===== src/rtl/riscv_pkg.sv =====
// Shared RISC-V core types and constants.
// Fetch entry bundle used between fetch buffer and decode.
package riscv_pkg;
  localparam int XLEN   = 32;
  localparam int INST_W = 32;
  localparam logic [XLEN-1:0] PC_STEP = 32'd4;

  typedef struct packed {
    logic [XLEN-1:0]   pc;
    logic [INST_W-1:0] inst;
  } fetch_entry_t;
endpackage


===== src/rtl/fetch_unit_if.sv =====
// Fetch stage bus: redirect in, imem req/rsp, decode handshake.
// master = fetch unit, slave = surrounding core/memory.
interface fetch_unit_if;
  import riscv_pkg::*;

  logic              redirect_valid;
  logic [XLEN-1:0]   redirect_pc;
  logic              imem_req_valid;
  logic [XLEN-1:0]   imem_req_addr;
  logic              imem_req_ready;
  logic              imem_rsp_valid;
  logic [INST_W-1:0] imem_rsp_data;
  logic              inst_valid;
  logic [INST_W-1:0] inst_data;
  logic [XLEN-1:0]   inst_pc;
  logic              inst_ready;

  modport master (
    input  redirect_valid, redirect_pc,
    output imem_req_valid, imem_req_addr,
    input  imem_req_ready, imem_rsp_valid, imem_rsp_data,
    output inst_valid, inst_data, inst_pc,
    input  inst_ready
  );

  modport slave (
    output redirect_valid, redirect_pc,
    input  imem_req_valid, imem_req_addr,
    output imem_req_ready, imem_rsp_valid, imem_rsp_data,
    input  inst_valid, inst_data, inst_pc,
    output inst_ready
  );
endinterface


===== src/rtl/fetch_fifo.sv =====
// Small synchronous FIFO of fetch entries.
// Flush wins over push/pop; head is read combinationally.
module fetch_fifo
  import riscv_pkg::*;
#(
  parameter  int DEPTH = 2,
  localparam int CW    = $clog2(DEPTH + 1),
  localparam int PW    = (DEPTH > 1) ? $clog2(DEPTH) : 1
) (
  input  logic         clk,
  input  logic         rst_n,
  input  logic         push,
  input  logic         pop,
  input  logic         flush,
  input  fetch_entry_t din,
  output logic [CW-1:0] count,
  output logic         empty,
  output logic         full,
  output fetch_entry_t head
);

  fetch_entry_t  mem_q [DEPTH];
  logic [PW-1:0] rd_ptr_q, rd_ptr_d;
  logic [PW-1:0] wr_ptr_q, wr_ptr_d;
  logic [CW-1:0] count_q, count_d;

  function automatic logic [PW-1:0] inc(
    input logic [PW-1:0] p
  );
    return (p == PW'(DEPTH - 1)) ? '0 : p + 1'b1;
  endfunction

  always_comb begin
    rd_ptr_d = rd_ptr_q;
    wr_ptr_d = wr_ptr_q;
    count_d  = count_q;
    if (flush) begin
      rd_ptr_d = '0;
      wr_ptr_d = '0;
      count_d  = '0;
    end else begin
      if (push) wr_ptr_d = inc(wr_ptr_q);
      if (pop)  rd_ptr_d = inc(rd_ptr_q);
      count_d = count_q + CW'(push) - CW'(pop);
    end
  end

  always_ff @(posedge clk) begin
    if (!rst_n) begin
      rd_ptr_q <= '0;
      wr_ptr_q <= '0;
      count_q  <= '0;
    end else begin
      rd_ptr_q <= rd_ptr_d;
      wr_ptr_q <= wr_ptr_d;
      count_q  <= count_d;
    end
  end

  always_ff @(posedge clk) begin
    if (push && !flush) mem_q[wr_ptr_q] <= din;
  end

  assign count = count_q;
  assign empty = (count_q == '0);
  assign full  = (count_q == CW'(DEPTH));
  assign head  = mem_q[rd_ptr_q];

endmodule


===== src/rtl/fetch_unit.sv =====
// Instruction fetch stage: PC, in-order imem requests,
// response buffering and redirect flush with drop counting.
module fetch_unit
  import riscv_pkg::*;
#(
  parameter logic [XLEN-1:0] RESET_PC   = 32'h0000_0000,
  parameter int              FIFO_DEPTH = 2
) (
  input logic          clk,
  input logic          rst_n,
  fetch_unit_if.master bus
);

  localparam int CW = $clog2(FIFO_DEPTH + 1);

  logic [XLEN-1:0] fetch_pc_q, fetch_pc_d;
  logic [XLEN-1:0] rsp_pc_q, rsp_pc_d;
  logic [CW-1:0]   out_q, out_d;
  logic [CW-1:0]   drop_q, drop_d;
  logic [CW-1:0]   fifo_count;
  logic            fifo_empty, fifo_full;
  fetch_entry_t    head, push_entry;
  logic            push, pop, rsp_ok, req_fire;
  logic [CW:0]     used;
  logic [XLEN-1:0] redir_pc;

  assign redir_pc = {bus.redirect_pc[XLEN-1:2], 2'b00};
  // credit covers both buffered and in-flight words
  assign used = {1'b0, fifo_count} + {1'b0, out_q};

  assign bus.imem_req_valid = rst_n && !bus.redirect_valid
                           && (used < (CW+1)'(FIFO_DEPTH));
  assign bus.imem_req_addr  = fetch_pc_q;
  assign req_fire = bus.imem_req_valid && bus.imem_req_ready;
  assign rsp_ok   = bus.imem_rsp_valid && (out_q != '0);

  assign bus.inst_valid = rst_n && !fifo_empty && !bus.redirect_valid;
  assign bus.inst_data  = head.inst;
  assign bus.inst_pc    = head.pc;

  assign pop  = bus.inst_valid && bus.inst_ready;
  assign push = rsp_ok && (drop_q == '0) && !bus.redirect_valid;
  assign push_entry = '{pc: rsp_pc_q, inst: bus.imem_rsp_data};

  always_comb begin
    fetch_pc_d = fetch_pc_q;
    rsp_pc_d   = rsp_pc_q;
    out_d      = out_q;
    drop_d     = drop_q;
    unique case (1'b1)
      bus.redirect_valid: begin
        fetch_pc_d = redir_pc;
        rsp_pc_d   = redir_pc;
        out_d      = out_q - CW'(rsp_ok);
        drop_d     = out_q - CW'(rsp_ok);
      end
      default: begin
        if (req_fire) fetch_pc_d = fetch_pc_q + PC_STEP;
        if (rsp_ok) begin
          if (drop_q != '0) drop_d = drop_q - 1'b1;
          else rsp_pc_d = rsp_pc_q + PC_STEP;
        end
        out_d = out_q + CW'(req_fire) - CW'(rsp_ok);
      end
    endcase
  end

  always_ff @(posedge clk) begin
    if (!rst_n) begin
      fetch_pc_q <= RESET_PC;
      rsp_pc_q   <= RESET_PC;
      out_q      <= '0;
      drop_q     <= '0;
    end else begin
      fetch_pc_q <= fetch_pc_d;
      rsp_pc_q   <= rsp_pc_d;
      out_q      <= out_d;
      drop_q     <= drop_d;
    end
  end

  fetch_fifo #(.DEPTH(FIFO_DEPTH)) u_fifo (
    .clk   (clk),
    .rst_n (rst_n),
    .push  (push),
    .pop   (pop),
    .flush (bus.redirect_valid),
    .din   (push_entry),
    .count (fifo_count),
    .empty (fifo_empty),
    .full  (fifo_full),
    .head  (head)
  );

  a_no_stray_rsp: assert property (@(posedge clk) disable iff (!rst_n)
    !(bus.imem_rsp_valid && out_q == '0));

  a_no_push_full: assert property (@(posedge clk) disable iff (!rst_n)
    !(push && fifo_full));

endmodule


===== src/flat_wrapper.sv =====
// flat-port wrapper written by rule: the top's interface ports become plain ports
module fetch_unit_flat import riscv_pkg::*;
#(
  parameter logic [XLEN-1:0] RESET_PC   = 32'h0000_0000,
  parameter int              FIFO_DEPTH = 2
)
  (clk, rst_n, bus_redirect_valid, bus_redirect_pc, bus_imem_req_valid, bus_imem_req_addr, bus_imem_req_ready, bus_imem_rsp_valid, bus_imem_rsp_data, bus_inst_valid, bus_inst_data, bus_inst_pc, bus_inst_ready);
  fetch_unit_if bus_i ();
  input logic clk;
  input logic rst_n;
  input wire logic [$bits(bus_i.redirect_valid)-1:0] bus_redirect_valid;
  input wire logic [$bits(bus_i.redirect_pc)-1:0] bus_redirect_pc;
  output wire logic [$bits(bus_i.imem_req_valid)-1:0] bus_imem_req_valid;
  output wire logic [$bits(bus_i.imem_req_addr)-1:0] bus_imem_req_addr;
  input wire logic [$bits(bus_i.imem_req_ready)-1:0] bus_imem_req_ready;
  input wire logic [$bits(bus_i.imem_rsp_valid)-1:0] bus_imem_rsp_valid;
  input wire logic [$bits(bus_i.imem_rsp_data)-1:0] bus_imem_rsp_data;
  output wire logic [$bits(bus_i.inst_valid)-1:0] bus_inst_valid;
  output wire logic [$bits(bus_i.inst_data)-1:0] bus_inst_data;
  output wire logic [$bits(bus_i.inst_pc)-1:0] bus_inst_pc;
  input wire logic [$bits(bus_i.inst_ready)-1:0] bus_inst_ready;
  assign bus_i.redirect_valid = bus_redirect_valid;
  assign bus_i.redirect_pc = bus_redirect_pc;
  assign bus_imem_req_valid = bus_i.imem_req_valid;
  assign bus_imem_req_addr = bus_i.imem_req_addr;
  assign bus_i.imem_req_ready = bus_imem_req_ready;
  assign bus_i.imem_rsp_valid = bus_imem_rsp_valid;
  assign bus_i.imem_rsp_data = bus_imem_rsp_data;
  assign bus_inst_valid = bus_i.inst_valid;
  assign bus_inst_data = bus_i.inst_data;
  assign bus_inst_pc = bus_i.inst_pc;
  assign bus_i.inst_ready = bus_inst_ready;
  fetch_unit #(.RESET_PC(RESET_PC), .FIFO_DEPTH(FIFO_DEPTH)) u_core (.clk(clk), .rst_n(rst_n), .bus(bus_i));
endmodule

===== config.mk =====
export PLATFORM = sky130hd
export DESIGN_NAME = fetch_unit_flat
export DESIGN_NICKNAME = d
export VERILOG_FILES = /design/src/rtl/riscv_pkg.sv /design/src/rtl/fetch_unit_if.sv /design/src/rtl/fetch_fifo.sv /design/src/rtl/fetch_unit.sv /design/src/flat_wrapper.sv
export SDC_FILE = /design/constraint.sdc
export NUM_CORES = 1
export LEC_CHECK = 0
export CORE_MARGIN = 3
export CORE_UTILIZATION = 30
export DETAILED_ROUTE_END_ITERATION = 7
export GPL_TIMING_DRIVEN = 0
export PLACE_DENSITY = 0.52
export REMOVE_ABC_BUFFERS = 1
export SETUP_SLACK_MARGIN = 0.1
export SYNTH_ARGS = -nofsm -noshare
export SYNTH_HDL_FRONTEND = slang
export SYNTH_SLANG_ARGS = --single-unit

===== constraint.sdc =====
create_clock -name clk -period 5 [get_ports clk]
set_input_delay 1 -clock clk [delete_from_list [all_inputs] [get_ports clk]]
set_output_delay 1 -clock clk [all_outputs]
set_load 0.01 [all_outputs]

## Word-level counts from Yosys, hierarchy flattened

Memories as Yosys holds them, arrays and structs flattened. A register that Yosys moved wholly into a read port is not among the register bits.
Index checks and enable logic that the tools add are counted.

- Mux-type cells: 15
- Reductions and logical operators: 23
- $add $sub $neg: 11
- Equal/unequal tests: 1
- Bitwise operators: 2
- $lt $le $gt $ge: 1

Operators with widths:

| cell | number |
|---|---|
| 2-to-1 mux 32 bit | 5 |
| adder 32 x 3 -> 32 bit (second input constant) | 2 |
| logical AND 1 bit | 10 |
| nonzero test 2 bit | 5 |
| 2-to-1 mux 2 bit | 4 |
| 2-to-1 mux 1 bit | 6 |
| AND reduction 2 bit | 3 |
| subtractor 2 x 1 -> 2 bit | 3 |
| adder 2 x 1 -> 2 bit | 2 |
| zero test 2 bit | 2 |
| adder 2 x 2 -> 3 bit | 1 |
| < comparator 3 x 2 -> 1 bit (second input constant) | 1 |
| adder 1 bit (second input constant) | 2 |
| zero test 1 bit | 2 |
| != test 2 bit (second input constant) | 1 |
| NOT 1 bit | 2 |
| OR reduction 2 bit | 1 |
| subtractor 2 x 1 -> 2 bit (second input constant) | 1 |

- Input port bits: 70
- Output and inout port bits: 98
- Word-level logic and storage cells: 63
- Memories: 1
- Bits in writable memories: 128
- Bits in registers: 72

Memory list:

| memory | depth | bits a word | rd ports | clocked after memory_dff | write ports | RTL line | source |
|---|---|---|---|---|---|---|---|
| u_core.u_fifo.mem_q | 2 | 64 | 1 | 1 | 1 | fetch_fifo.sv:22 | `fetch_entry_t mem_q [DEPTH];` |

## Logic depth before layout (Yosys ltp)

Gate-level depths: netlist of the first run.

- Depth in word-level cells: 7
- Mapped depth: 10
- Gate-level depth less buffers: 10

## Cells and area by module

Synthesis of the first run repeated with hierarchy kept, for this count alone.

- Cell total of the unflattened synthesis: 665
- Area total of the unflattened synthesis: 8,773.4 um2

By module, submodules not included:

| module | area an instance (um2) | cells each | sequential area each (um2) | instances |
|---|---|---|---|---|
| fetch_fifo | 5,148.7 | 222 | 3,943.8 | 1 |
| fetch_unit | 3,624.7 | 443 | 1,281.2 | 1 |

## Least setup slack after synthesis of the first run

OpenSTA, ideal clock, no wires.

- Path kind: input-to-reg
- From: input port bus_redirect_valid
- To: memory u_core.u_fifo.mem_q[0][0] (netlist name), enable pin
- Setup slack: 0.187 ns
- Cell stages on the path: 5
- Setup time: 0.482 ns
- Path buffers: 2
- Arrival: 4.331 ns
- Data required time: 4.518 ns
- Cells stage by stage: inv_1 clkbuf_1 buf_1 nand2_1 nor2_1

- Word-level cells in the longest chain between the ends: 5

RTL lines:

| item | RTL line | source |
|---|---|---|
| start: declaration | flat_wrapper.sv:11 | `input wire logic [$bits(bus_i.redirect_valid)-1:0] bus_redirect_valid;` |
| zero test 1 bit (*) | fetch_fifo.sv:61, fetch_unit.sv:42 |  |
| logical AND 1 bit | fetch_unit.sv:42 | `assign push = rsp_ok && (drop_q == '0) && !bus.redirect_valid;` |
| logical AND 1 bit (*) | fetch_fifo.sv:61 | `if (push && !flush) mem_q[wr_ptr_q] <= din;` |
| 2-to-1 mux 1 bit (*) | fetch_fifo.sv:61 |  |
| 2-to-1 mux 1 bit (not written as such) (*) | fetch_fifo.sv:61 |  |
| end: declaration | fetch_fifo.sv:22 |  |

Mark *: on every way between the ends. The rest lies on a longest branch, timed or not.

## Worst setup path after layout of the first run

- From: input port rst_n
- To: output port bus_imem_req_valid

- Word-level cells in the longest chain between the ends: 2

RTL lines:

| item | RTL line | source |
|---|---|---|
| start: declaration | flat_wrapper.sv:10 | `input logic rst_n;` |
| logical AND 1 bit | fetch_unit.sv:31 | `assign bus.imem_req_valid = rst_n && !bus.redirect_valid` |
| logical AND 1 bit | fetch_unit.sv:32 | `&& (used < (CW+1)'(FIFO_DEPTH));` |
| end: declaration | flat_wrapper.sv:13 | `output wire logic [$bits(bus_i.imem_req_valid)-1:0] bus_imem_req_valid;` |

No other way between the ends.

==> metrics.csv, run 1 <==
metric,value,unit
synth-edff-count,124,
hold_viol,0,
synth_compound_area_frac,0.1005,
post-cts-setup-buffer-count,0,
critPathMaxFanout,32,
synth_warnings,0,
synth.top_cells.by_count,"124 x edfxtp_1, 69 x dfxtp_1, 64 x mux2_2, 45 x nand2_1, 38 x o21ai_0",
arrival,3.39,ns
avgRoutedWirePerCell,18.00,um
grtUsageMet3,0.02935,
num_rows,60,
fin_skew,0.01224,ns
synthMostInstantiatedCell,edfxtp_1,
grt_max_degree,63,
cts_resized,0,
final_util,0.4054,
synth_fa_ha_area_frac,0.01275,
grt_usage,0.1451,
max_freq,227.6,MHz
synth_top_family_by_area,simple AND/OR/NAND/NOR gates,
ant_nets,0,
overflow,0,
drv_cap,0,
die_x,173.7,um
cts_root_buffer,clkbuf_16,
synth_async_sr_flop_share,0,
vias_per_cell,5.014,
first_pass_iters,5,
end_kind,output port,
dpl.hpwl,15200,um
wl,22060,um
port_buffers,161,
cts_tree,done,
slowest_delay,0.80,ns
setup_viol,0,
drive_gt1_frac,0.1300,
cp_cell_sequence,"dlymetal6s2s_1, nand2b_1, nor3_1, clkdlybuf4s50_1",
avgSynthCellArea,12.19,sq um
clock_latency,0.42,ns
critPathLaunchType,input pin,
die_h,173.7,um
synthSimpleGateAreaFrac,0.1483,
die_area,0.03018,sq mm
holdPathStages,0,
synthFlopType,edfxtp_1,
ff2ff_setup_slack,1.60,ns
min_period,4.393,ns
routabilityCongestion,0.7697,
timing.critical_path.buf_inv,2,
cp.depth,4,
yosysSeqAreaShare,0.6050,
clk_pin_slew,0.07,ns
finalCritPeriodShare,0.8786,
area_growth,31.29,%
crit_slowest_cell,dlymetal6s2s_1,
ys_ff_latch,193,
use_met1,0.2021,
syn_inst,692,
cts.sinks,193,
p_per_area,341.0,mW/mm^2
synth_top_cell_by_area,edfxtp_1,
drt_iter0_markers,378,
gr-usage-met2,0.2330,
peakVddDrop,0.0001955,V
status,"finished, final reports clean",
busiest_layer,met2,
grt_pass1_vias,5989,
synth_area_leaders,"edfxtp_1 44%, dfxtp_1 16%, mux2_2 8.5%, o21ai_0 2.3%, nand2_1 2.0%",
clk_path_buf_depth,2,
vias,6147,
hold_buffers,0,
worst-setup-path-type,in -> out,
drv_slew,0,
cp.required,4.00,ns
yosys.area_share.xor_xnor,0.02180,
core-area,0.02733,sq mm
final_nets,919,
tightest_slew,1.102,ns
grt_pass1_wl,34790,um
cts.htree.levels,4,
power.leakage,3.536,nW
crit_family,buffers and inverters,
reg2reg_depth,6,
rsz0062_at_grt,false,
antenna_found_initial,0,
totalPowerFinal,3.777,mW
synthMuxAreaShare,0.08541,
yosys.area.top_type_share,0.4413,
hold_path.class,reg -> reg,
start_util,0.3088,
numCtsBuffers,17,
drcViolationCount,0,
syn-cell-area,0.008438,sq mm
io_pins,168,
synth.distinct_cells,54,
n_antenna_cell,0,
timing.slew.headroom,0.2644,
## report_power, final
group	internal, mW	leakage, nW	switching, mW
clock network	0.747	0.283	0.610
logic	0.270	1.55	0.264
registers	1.80	1.70	0.0829
## through the flow
step	instances	setup WS [ns]	cell area [sq um]	setup TNS, ns	hold WS [ns]
2_1_floorplan	656	-0.3934	8284	-24.39	0.4480
5_1_grt	1226	0.3346	11080	0	0.5346
3_3_place_gp	1189	-5.075	10360	-524.69	0.4868
6_report	1226	0.6072	11080	0	0.5121
4_1_cts	1226	0.1174	11070	0	0.5124
3_5_place_dp	1194	0.1338	10490	0	0.4919
## cell families after synthesis
group,count (synthesis)
xor+xnor,21
buf+inv,53
mux,64
other cells,1
flops,193
fa+ha+maj,8
compound gates,133
simple gates,219
## layout by cell type (no fill, tap or decap), types with 22 or more instances in the layout
cell type	count
a31oi_1	26
nand2_1	45
mux2_2	64
clkdlybuf4s50_1	159
nand3_1	22
a21oi_1	23
o21ai_0	38
nand4_1	27
dfxtp_1	68
edfxtp_1	124
## per-layer routing
layer  share of wire  vias up  wire (um)
li1                -     2987          -
met1            0.48     2985      10640
met2            0.46      164      10240
met3           0.044       11        966
met4           0.010        0        221
met5               0        -          0
## final cells by class
| class | count | area (sq um) |
|---|---|---|
| clock buffer | 18 | 429.2 |
| clock inverter | 14 | 152.6 |
| fill | 2699 | 16250 |
| inverter | 14 | 52.55 |
| multi-input combinational | 449 | 3146 |
| sequential | 193 | 5109 |
| tap | 372 | 465.4 |
| timing repair buffer | 166 | 1724 |
## registers in the layout, summed over array words and instances (netlist names), named ones only
signal / count
u_core.bus.imem_req_addr: 30
u_core.drop_q: 2
u_core.u_fifo.wr_ptr_q: 1
u_core.u_fifo.rd_ptr_q: 1
u_core.u_fifo.mem_q: 124
u_core.rsp_pc_q: 30
u_core.u_fifo.count: 2
u_core.out_q: 2
## worst paths after layout
kind                           start                           end
hold reg to reg   u_core.rsp_pc_q[7]    u_core.u_fifo.mem_q[0][39]
setup reg to reg     u_core.out_q[0]  u_core.bus.imem_req_addr[19]
setup / recovery               rst_n            bus_imem_req_valid
hold / removal    u_core.rsp_pc_q[7]    u_core.u_fifo.mem_q[0][39]
Note: power is estimated with default switching activity, not from simulation.
==> inputs of run 2 (changes only) <==
- SETUP_SLACK_MARGIN: 0.1 -> 0.05
- TNS_END_PERCENT: unset -> 100
==> results of run 2 <==
The final DEF is identical to that of run 1; final timing and power are the same.
==> inputs of run 3 (changes only) <==
- DONT_BUFFER_PORTS: unset -> 1
- PLACE_DENSITY: 0.52 -> 0.44
==> run 3 against run 2 <==
Compared with the run above:
- die area unchanged
- setup slack better by 0.94 ns
- largest power group unchanged
- combinational power decreased by 36%
- register-to-register slack got worse by 0.05 ns
- sequential cell count unchanged
- non-clock buffer count decreased by 163
- largest cell class unchanged
- core utilization down 6.1 points
==> metrics.csv, run 3 (same netlist as run 1, synthesis figures left out) <==
metric,value,unit,change
status,"finished, final reports clean",,unchanged
grt_pass1_wl,32460,um,"was 34,790 um"
critPathLaunchType,flip-flop,,was input pin
cts_root_buffer,clkbuf_16,,unchanged
final_nets,756,,was 919
min_period,3.453,ns,was 4.393 ns
cts_resized,0,,unchanged
io_pins,168,,unchanged
reg2reg_depth,6,,unchanged
first_pass_iters,6,,was 5
holdPathStages,0,,unchanged
crit_slowest_cell,nand4_1,,was dlymetal6s2s_1
crit_family,simple AND/OR/NAND/NOR gates,,was buffers and inverters
dpl.hpwl,14800,um,"was 15,200 um"
port_buffers,0,,was 161
vias_per_cell,5.330,,was 5.014
tightest_slew,0.9666,ns,was 1.102 ns
start_util,0.3088,,unchanged
mostFrequentLayoutCells,"124 x edfxtp_1, 68 x dfxtp_1, 64 x mux2_2, 45 x nand2_1, 38 x o21ai_0",,"was 159 x clkdlybuf4s50_1, 124 x edfxtp_1, 68 x dfxtp_1, 64 x mux2_2, 45 x nand2_1"
largest_reg_flops,124,,unchanged
ant_nets,0,,unchanged
cp.required,5.34,ns,was 4.00 ns
cts.htree.levels,4,,unchanged
hold_buffers,0,,unchanged
grt_usage,0.1371,,was 0.1451
power.leakage,2.895,nW,was 3.536 nW
timing.critical_path.buf_inv,0,,was 2
drive_gt1_frac,0.1592,,was 0.1300
drt_iter0_markers,329,,was 378
numCtsBuffers,17,,unchanged
peakVddDrop,0.0001819,V,was 0.0001955 V
setup_viol,0,,unchanged
die_h,173.7,um,unchanged
rsz0062_at_grt,false,,unchanged
drv_slew,0,,unchanged
cts.sinks,193,,unchanged
final_util,0.3443,,was 0.4054
regMostFlops,u_core.u_fifo.mem_q,,unchanged
wl,21220,um,"was 22,060 um"
cp.depth,6,,was 4
fin_area,0.009408,sq mm,was 0.01108 sq mm
clk_pin_slew,0.08,ns,was 0.07 ns
die_x,173.7,um,unchanged
placed_cell_area,0.008811,sq mm,was 0.01049 sq mm
timing.slew.headroom,0.3541,,was 0.2644
die_area,0.03018,sq mm,unchanged
finalCritPeriodShare,0.6907,,was 0.8786
clock_latency,0.42,ns,about the same
antenna_found_initial,1,,was 0
drv_cap,0,,unchanged
worst-setup-path-type,reg -> reg,,was in -> out
slowest_delay,0.80,ns,about the same
num_rows,60,,unchanged
clk_path_buf_depth,2,,unchanged
cts_tree,done,,unchanged
grt_pass1_vias,5492,,"was 5,989"
hold_viol,0,,unchanged
vias,5671,,"was 6,147"
grt_max_degree,63,,unchanged
arrival,3.80,ns,was 3.39 ns
hold_path.class,reg -> reg,,unchanged
layout_commonest_cell,edfxtp_1,,was clkdlybuf4s50_1
cp_cell_sequence,"and2_1, fa_1, nor3b_2, nand4_1, or4_1, a31oi_1",,"was dlymetal6s2s_1, nand2b_1, nor3_1, clkdlybuf4s50_1"
critPathMaxFanout,19,,was 32
area_growth,11.49,%,was 31.29%
post-cts-setup-buffer-count,0,,unchanged
end_kind,flip-flop,,was output port
overflow,0,,unchanged
max_freq,289.6,MHz,was 227.6 MHz
fin_skew,0.01566,ns,was 0.01224 ns
core-area,0.02733,sq mm,unchanged
avgRoutedWirePerCell,19.94,um,was 18.00 um
p_per_area,383.2,mW/mm^2,was 341.0 mW/mm^2
drcViolationCount,0,,unchanged
routabilityCongestion,0.8531,,was 0.7697
==> run 3: cell types whose count changed in the layout (fill, tap and decap cells not counted), sizes merged <==
cell | previous run | this run
clkinvlp | 1 | 0
dlymetal6s2s | 1 | 0
clkbuf | 18 | 19
inv | 20 | 21
buf | 6 | 3
diode | 0 | 1
bufinv | 2 | 1
clkdlybuf4s50 | 159 | 0
==> run 3: path summary, 6_finish.rpt <==
path	slack, ns	start	to
hold / removal	0.51	u_core.rsp_pc_q[31]	u_core.u_fifo.mem_q[1][63]
setup reg to reg	1.55	u_core.out_q[0]	u_core.bus.imem_req_addr[15]
hold reg to reg	0.51	u_core.rsp_pc_q[31]	u_core.u_fifo.mem_q[1][63]
setup / recovery	1.55	u_core.out_q[0]	u_core.bus.imem_req_addr[15]
==> run 3: cell type report <==
class,count,area [sq um]
Multi-Input combinational cell,449,3139
Clock inverter,13,141.4
Inverter,14,52.55
Timing Repair Buffer,3,45.04
Antenna cell,1,2.502
Fill cell,2687,17920
Sequential cell,193,5109
Clock buffer,19,452.9
Tap cell,372,465.4
==> run 3: through the flow <==
step / setup WS (ns) / std cells / hold slack (ns) / power [mW] / TNS, ns
after floorplan: -0.3934 / 656 / 0.4480 / 2.168 / -24.39
after global placement: -2.523 / 1028 / 0.4782 / 2.266 / -192.92
after detailed placement: 1.516 / 1031 / 0.4952 / 2.279 / 0
after CTS: 1.549 / 1063 / 0.5075 / 3.665 / 0
after global routing: 1.329 / 1064 / 0.5281 / 3.778 / 0
final: 1.547 / 1064 / 0.5100 / 3.605 / 0
==> run 3: power breakdown <==
| part | internal [mW] | leakage (nW) | switching, mW | total, mW |
|---|---|---|---|---|
| logic | 0.127 | 0.901 | 0.213 | 0.340 |
| clock network | 0.736 | 0.296 | 0.632 | 1.37 |
| registers | 1.80 | 1.70 | 0.0928 | 1.90 |
==> run 3: worst register-to-register path: cells and delay by family, from the launching register on <==
kind | cells | cell delay, ns
and+or+nand+nor | 4 | 2.27
adders and majority gates | 1 | 0.50
DFF | 1 | 0.43
AOI/OAI and AO/OA | 1 | 0.16
==> run 3: layer usage <==
| metal | routed length (um) | share of wire | GRT usage | up-vias |
|---|---|---|---|---|
| li1 | - | - | - | 2663 |
| met4 | 328 | 0.015 | 0.04155 | 0 |
| met1 | 9429 | 0.44 | 0.1821 | 2772 |
| met5 | 0 | 0 | 0 | - |
| met2 | 9524 | 0.45 | 0.2080 | 217 |
| met3 | 1933 | 0.091 | 0.05256 | 19 |
